File: config.mk
export PLATFORM = sky130hd
export DESIGN_NAME = icache_flat
export DESIGN_NICKNAME = d
export VERILOG_FILES = /design/src/rtl/icache_pkg.sv /design/src/rtl/icache_if.sv /design/src/rtl/icache_line_store.sv /design/src/rtl/icache.sv /design/src/flat_wrapper.sv
export SDC_FILE = /design/constraint.sdc
export NUM_CORES = 2
export LEC_CHECK = 0
export CAP_MARGIN = 10
export CORE_AREA = 2 2 339 341
export DETAILED_ROUTE_END_ITERATION = 10
export DIE_AREA = 0 0 341 343
export GPL_ROUTABILITY_DRIVEN = 0
export MAX_ROUTING_LAYER = met4
export PLACE_DENSITY = 0.7
export SETUP_SLACK_MARGIN = 0.2
export SLEW_MARGIN = 40
export SYNTH_ARGS = -nofsm -noshare
export SYNTH_HDL_FRONTEND = slang
export SYNTH_SLANG_ARGS = --single-unit
File: constraint.sdc
create_clock -name clk -period 16.1 [get_ports clk]
set_input_delay 3.22 -clock clk [delete_from_list [all_inputs] [get_ports clk]]
set_output_delay 3.22 -clock clk [all_outputs]
set_load 0.02 [all_outputs]
File: src/rtl/icache_pkg.sv
// Shared types, constants and width helpers for the direct-mapped instruction cache.
package icache_pkg;

   typedef enum logic {IDLE, FETCH} state_t;

   localparam int LINE_BITS      = 128;
   localparam int WORDS_PER_LINE = 4;
   localparam int ADDR_W         = 30;

   function automatic int idx_w(input int lines);
      return $clog2(lines);
   endfunction

   // Word address minus the 2 offset bits and the index bits.
   function automatic int tag_w(input int lines);
      return ADDR_W - 2 - $clog2(lines);
   endfunction

endpackage

File: src/rtl/icache_if.sv
// Fetch-port and refill-port signals of the instruction cache, bundled as one interface.
interface icache_if;
   import icache_pkg::*;

   logic                 proc_read;
   logic [ADDR_W-1:0]    proc_addr;
   logic [31:0]          proc_rdata;
   logic                 proc_stall;
   logic                 mem_read;
   logic [ADDR_W-3:0]    mem_addr;
   logic [LINE_BITS-1:0] mem_rdata;
   logic                 mem_ready;

   // Cache side.
   modport slave (
      input  proc_read, proc_addr, mem_rdata, mem_ready,
      output proc_rdata, proc_stall, mem_read, mem_addr
   );

   // Pipeline / memory environment side.
   modport master (
      output proc_read, proc_addr, mem_rdata, mem_ready,
      input  proc_rdata, proc_stall, mem_read, mem_addr
   );

endinterface

File: src/rtl/icache_line_store.sv
// Valid, tag and data arrays: one synchronous write port, one combinational read port.
module icache_line_store
   import icache_pkg::*;
#(
   parameter int LINES = 8
) (
   input  logic                        clk,
   input  logic                        rst,
   input  logic                        we,
   input  logic [idx_w(LINES)-1:0]     wr_idx,
   input  logic [tag_w(LINES)-1:0]     wr_tag,
   input  logic [LINE_BITS-1:0]        wr_line,
   input  logic [idx_w(LINES)-1:0]     rd_idx,
   output logic                        rd_vld,
   output logic [tag_w(LINES)-1:0]     rd_tag,
   output logic [LINE_BITS-1:0]        rd_line
);

   localparam int TW = tag_w(LINES);

   logic [LINES-1:0]     vld;
   logic [TW-1:0]        tag_arr  [LINES];
   logic [LINE_BITS-1:0] data_arr [LINES];

   // Data is cleared as well so the read port never returns X after reset.
   always_ff @(posedge clk) begin
      if (rst) begin
         vld <= '0;
         for (int i = 0; i < LINES; i++) begin
            tag_arr[i]  <= '0;
            data_arr[i] <= '0;
         end
      end else if (we) begin
         vld[wr_idx]      <= 1'b1;
         tag_arr[wr_idx]  <= wr_tag;
         data_arr[wr_idx] <= wr_line;
      end
   end

   assign rd_vld  = vld[rd_idx];
   assign rd_tag  = tag_arr[rd_idx];
   assign rd_line = data_arr[rd_idx];

endmodule

File: src/rtl/icache.sv
// Read-only direct-mapped instruction cache: zero-latency hits, blocking line refill on miss.
module icache
   import icache_pkg::*;
#(
   parameter int LINES = 8
) (
   input  logic     clk,
   input  logic     rst,
   icache_if.slave  bus
);

   localparam int IW = idx_w(LINES);
   localparam int TW = tag_w(LINES);

   state_t              state, state_nx;
   logic [ADDR_W-1:2]   miss_addr;
   logic [1:0]          offset;
   logic [IW-1:0]       req_idx;
   logic [TW-1:0]       req_tag;
   logic                line_vld;
   logic [TW-1:0]       line_tag;
   logic [LINE_BITS-1:0] line_data;
   logic                hit;
   logic                refill_we;
   logic                miss_take;

   assign offset  = bus.proc_addr[1:0];
   assign req_idx = bus.proc_addr[IW+1:2];
   assign req_tag = bus.proc_addr[ADDR_W-1:IW+2];

   icache_line_store #(.LINES(LINES)) u_store (
      .clk     (clk),
      .rst     (rst),
      .we      (refill_we),
      .wr_idx  (miss_addr[IW+1:2]),
      .wr_tag  (miss_addr[ADDR_W-1:IW+2]),
      .wr_line (bus.mem_rdata),
      .rd_idx  (req_idx),
      .rd_vld  (line_vld),
      .rd_tag  (line_tag),
      .rd_line (line_data)
   );

   assign hit            = bus.proc_read & line_vld & (line_tag == req_tag);
   assign bus.proc_rdata = line_data[{offset, 5'd0} +: 32];
   assign bus.mem_addr   = miss_addr;

   always_ff @(posedge clk) begin
      if (rst) state <= IDLE;
      else     state <= state_nx;
   end

   // A refill always runs to completion; fetch-side inputs are ignored in FETCH.
   always_comb begin
      state_nx = state;
      case (state)
         IDLE:    if (bus.proc_read && !hit) state_nx = FETCH;
         FETCH:   if (bus.mem_ready)         state_nx = IDLE;
         default: state_nx = IDLE;
      endcase
   end

   always_comb begin
      bus.mem_read   = 1'b0;
      bus.proc_stall = 1'b0;
      refill_we      = 1'b0;
      miss_take      = 1'b0;
      case (state)
         IDLE: begin
            bus.proc_stall = bus.proc_read & ~hit;
            miss_take      = bus.proc_read & ~hit;
         end
         FETCH: begin
            bus.mem_read   = 1'b1;
            bus.proc_stall = 1'b1;
            refill_we      = bus.mem_ready;
         end
         default: ;
      endcase
   end

   // Only the line address is kept; the word offset is re-read from proc_addr after refill.
   always_ff @(posedge clk) begin
      if (rst)            miss_addr <= '0;
      else if (miss_take) miss_addr <= bus.proc_addr[ADDR_W-1:2];
   end

endmodule

File: src/flat_wrapper.sv
// flat-port wrapper written by rule: the top's interface ports become plain ports
module icache_flat import icache_pkg::*;
#(
   parameter int LINES = 8
)
  (clk, rst, bus_proc_read, bus_proc_addr, bus_mem_rdata, bus_mem_ready, bus_proc_rdata, bus_proc_stall, bus_mem_read, bus_mem_addr);
  icache_if bus_i ();
  input  logic clk;
  input  logic rst;
  input wire logic [$bits(bus_i.proc_read)-1:0] bus_proc_read;
  input wire logic [$bits(bus_i.proc_addr)-1:0] bus_proc_addr;
  input wire logic [$bits(bus_i.mem_rdata)-1:0] bus_mem_rdata;
  input wire logic [$bits(bus_i.mem_ready)-1:0] bus_mem_ready;
  output wire logic [$bits(bus_i.proc_rdata)-1:0] bus_proc_rdata;
  output wire logic [$bits(bus_i.proc_stall)-1:0] bus_proc_stall;
  output wire logic [$bits(bus_i.mem_read)-1:0] bus_mem_read;
  output wire logic [$bits(bus_i.mem_addr)-1:0] bus_mem_addr;
  assign bus_i.proc_read = bus_proc_read;
  assign bus_i.proc_addr = bus_proc_addr;
  assign bus_i.mem_rdata = bus_mem_rdata;
  assign bus_i.mem_ready = bus_mem_ready;
  assign bus_proc_rdata = bus_i.proc_rdata;
  assign bus_proc_stall = bus_i.proc_stall;
  assign bus_mem_read = bus_i.mem_read;
  assign bus_mem_addr = bus_i.mem_addr;
  icache #(.LINES(LINES)) u_core (.clk(clk), .rst(rst), .bus(bus_i));
endmodule
==> results.md <==
* Tightest Hold Check Type: flip-flop to flip-flop
* Clk root buf: clkbuf_16
* Final period util at 0.654
* Max Fanout on Critical Path at 67
* Worst Hold End: u_core.u_store.vld[3]
* Endpoint class of the critical path: primary output
* Final setup margin at 5570 ps
* YS warnings at 0
* Classification of the worst setup path: primary input to primary output
* Share of layout cells above drive strength 1 at 0.180
* Starting Density at 0.495
* Number of flops mapped to enable cells by yosys at roughly 1200
* IO Pins at around 220
* Total CTS buffers at roughly 130
* CTS tree: done
* Hold-fix buffers at CTS at 0
* Worst R2R End: u_core.u_store.data_arr[6][58]
* Max-cap violations at 0
* Chip width at roughly 340 um
* Outcome: completed
* Worst setup slack after placement at between 5000 and 6000 ps
* Hold path depth at 1
* Post-DR vias/cell at ~5.8
* Top-count cell post-synth: and2_1
* DIE AREA at ~120000 um2
* Peak VDD IR at roughly 0.00011 V
* Worst reg2reg startpoint: u_core.state
* Crit start category: primary input
* Clk_lat worst skew at around 740 ps
* # setup viols final at 0
* Slew Limit Fails at 0
* Vias in the first global route at approximately 32000
* WHS at approximately 450 ps
* Ys flop type: edfxtp_1
* Post-synth top area cell: edfxtp_1
* Worst reg2reg setup slack at ~12000 ps
* Hold Fails Final Rpt at 0
* Clock slew at reported path FFs at 60 ps
* DIE HEIGHT at between 300 and 400 um
* Antenna violations before repair at 32
* Post-synth top cells: 1225 x and2_1, 1224 x edfxtp_1, 356 x mux4_2, 171 x clkbuf_1, 74 x mux2i_1
* Tmin final at between 10000 and 15000 ps
* Worst-Margin Slew at around 850 ps
* Syn_area_per_cell at 16.8 um2
* Total global-route track usage at 0.261
* DP Area at ~60000 um2
* Routed wire per std cell at 28.3 um
* Register area share after synthesis at 0.668
* Pin count of the biggest net entering global routing at 114
* DR iter-0 viols at approximately 3200
* CP Data Required Time at 12880 ps
* Mapped Cells at approximately 3300
* First-pass GRT wire length at 215 mm
* Nets at between 3000 and 4000
* Unrepaired setup endpoints after global routing: false
* Top-area cell type share of the netlist area at 0.654
* DRT met1 WL at between 60 and 70 mm
* Post-Route WL at 146 mm
* Wire length on met2 at between 70 and 80 mm
* I/O Buffers at 223
* Fraction of registers with async set/reset at 0
* Sum Neg Setup Slack at 0 ps
* Clock Tree Buf Depth at 3
* WP data arrival at ~7300 ps
* PostCTS Resize Cnt at 0
* Yosys cell types at 38
* Grt total ovfl at 0
* Final instance area at ~64000 um2
* CTS Sinks at 1261
* Final core occ at 0.567
* Ranking of synthesized cells by area: edfxtp_1 65%, mux4_2 14%, and2_1 14%
* Setup Skew at 32.4 ps
* P per Cell Area at approximately 110 nW/um2
* Postcts setup bufs at 0
* Slew Limit Headroom at 0.431
* Lkg Pwr at 23.2 nW
* Post-DRT Antenna Nets at 0
* Cell Rows at between 100 and 150
* Reg2reg path depth at 4
* Layout fillers at about 8600
* Vias at 30000
* Synth Cell Area at 56200 um2
* Detail Route met3 WL at between 10 and 15 mm
* HPWL Detailed at about 80 mm
* Synth Register Bits at about 1300
* Fmax at roughly 95 MHz
* H-Tree Depth at 4
* TritonRoute pass-1 iters at 7
* Drt drc at 0
* Hold path start: u_core.u_store.vld[3]
* Top Metal Used: met4
* Area Overhead vs Synth at 14.5%
* Syn Nets at between 3000 and 4000
* CORE AREA at roughly 110000 um2
metrics by stage:
step                      instances  power [W]
after detailed placement       4901    0.00439
after global routing           5146    0.00736
after CTS                      5129    0.00720
after global placement         4889    0.00437
after floorplan                3340    0.00416
final                          5147    0.00716
layer usage:
layer | track usage | vias up
li1 | - | 12900
met1 | 0.357 | 15600
met2 | 0.411 | 1238
met3 | 0.0493 | 211
met4 | 0.0605 | 0
met5 | - | -
critical path: stages:
cell             delay [ps]
buf_8                   450
buf_6                   630
mux4_2                  590
mux2i_1                 320
xor2_1                  290
o2111ai_1               140
or4_1                   550
o31ai_1                 350
nand2_1                 130
clkdlybuf4s50_1         550
worst max path at each step:
stage	start	end	cells past startpoint
after floorplan	rst	u_core.u_store.data_arr[3][0]	3
after global placement	bus_proc_addr[2]	bus_proc_rdata[1]	7
after detailed placement	bus_proc_addr[2]	bus_proc_rdata[1]	7
after CTS	bus_proc_addr[2]	bus_proc_rdata[1]	7
after global routing	bus_proc_addr[3]	bus_proc_stall	10
final	bus_proc_addr[3]	bus_proc_stall	10
flip-flops by register name, indices dropped and copies added (netlist names):
| name | count |
|---|---|
| u_core.state | 1 |
| u_core.bus.mem_addr | 28 |
| u_core.u_store.data_arr | 1024 |
| u_core.u_store.vld | 8 |
| u_core.u_store.tag_arr | 200 |
layout by cell type, fill, tap and decap left out, types with 7 or more instances in the layout:
cell	count
diode_2	15
clkbuf_16	137
clkinv_2	23
clkbuf_1	30
clkdlybuf4s50_1	218
xor2_1	17
buf_4	20
mux4_2	356
a22oi_1	12
clkinv_1	24
edfxtp_1	1224
nand2_1	60
a21o_1	10
mux2i_1	74
buf_16	10
buf_8	7
mux2_2	36
and2_1	1225
dfxtp_1	37
buf_12	8
buf_6	21
power by group:
part           internal [W]  total [W]  switching (W)
clock network       0.00160    0.00284        0.00124
logic              0.000242   0.000561       0.000318
registers           0.00371    0.00376      0.0000430
final cells by class:
class,instances,area [um2],area share
inverters,2,7.51,0.000117
clock inverters,56,325,0.00506
diodes,15,37.5,0.000584
well taps,1512,1890,0.0294
clock buffers,172,3610,0.0561
multi-input cells,1845,17800,0.277
flip-flops and latches,1261,37500,0.583
repair buffers,284,3110,0.0483
cell families after synthesis:
kind of cell              after synthesis  share of synthesized area
DFF                                  1261                      0.668
muxes                                 466                      0.163
buffers and inverters                 234                     0.0173
AOI/OAI and AO/OA                      43                    0.00546
xor gates and xnor gates               19                    0.00296
and+or+nand+nor                      1317                      0.144
No activity file was read; power rests on OpenSTA's default activity.
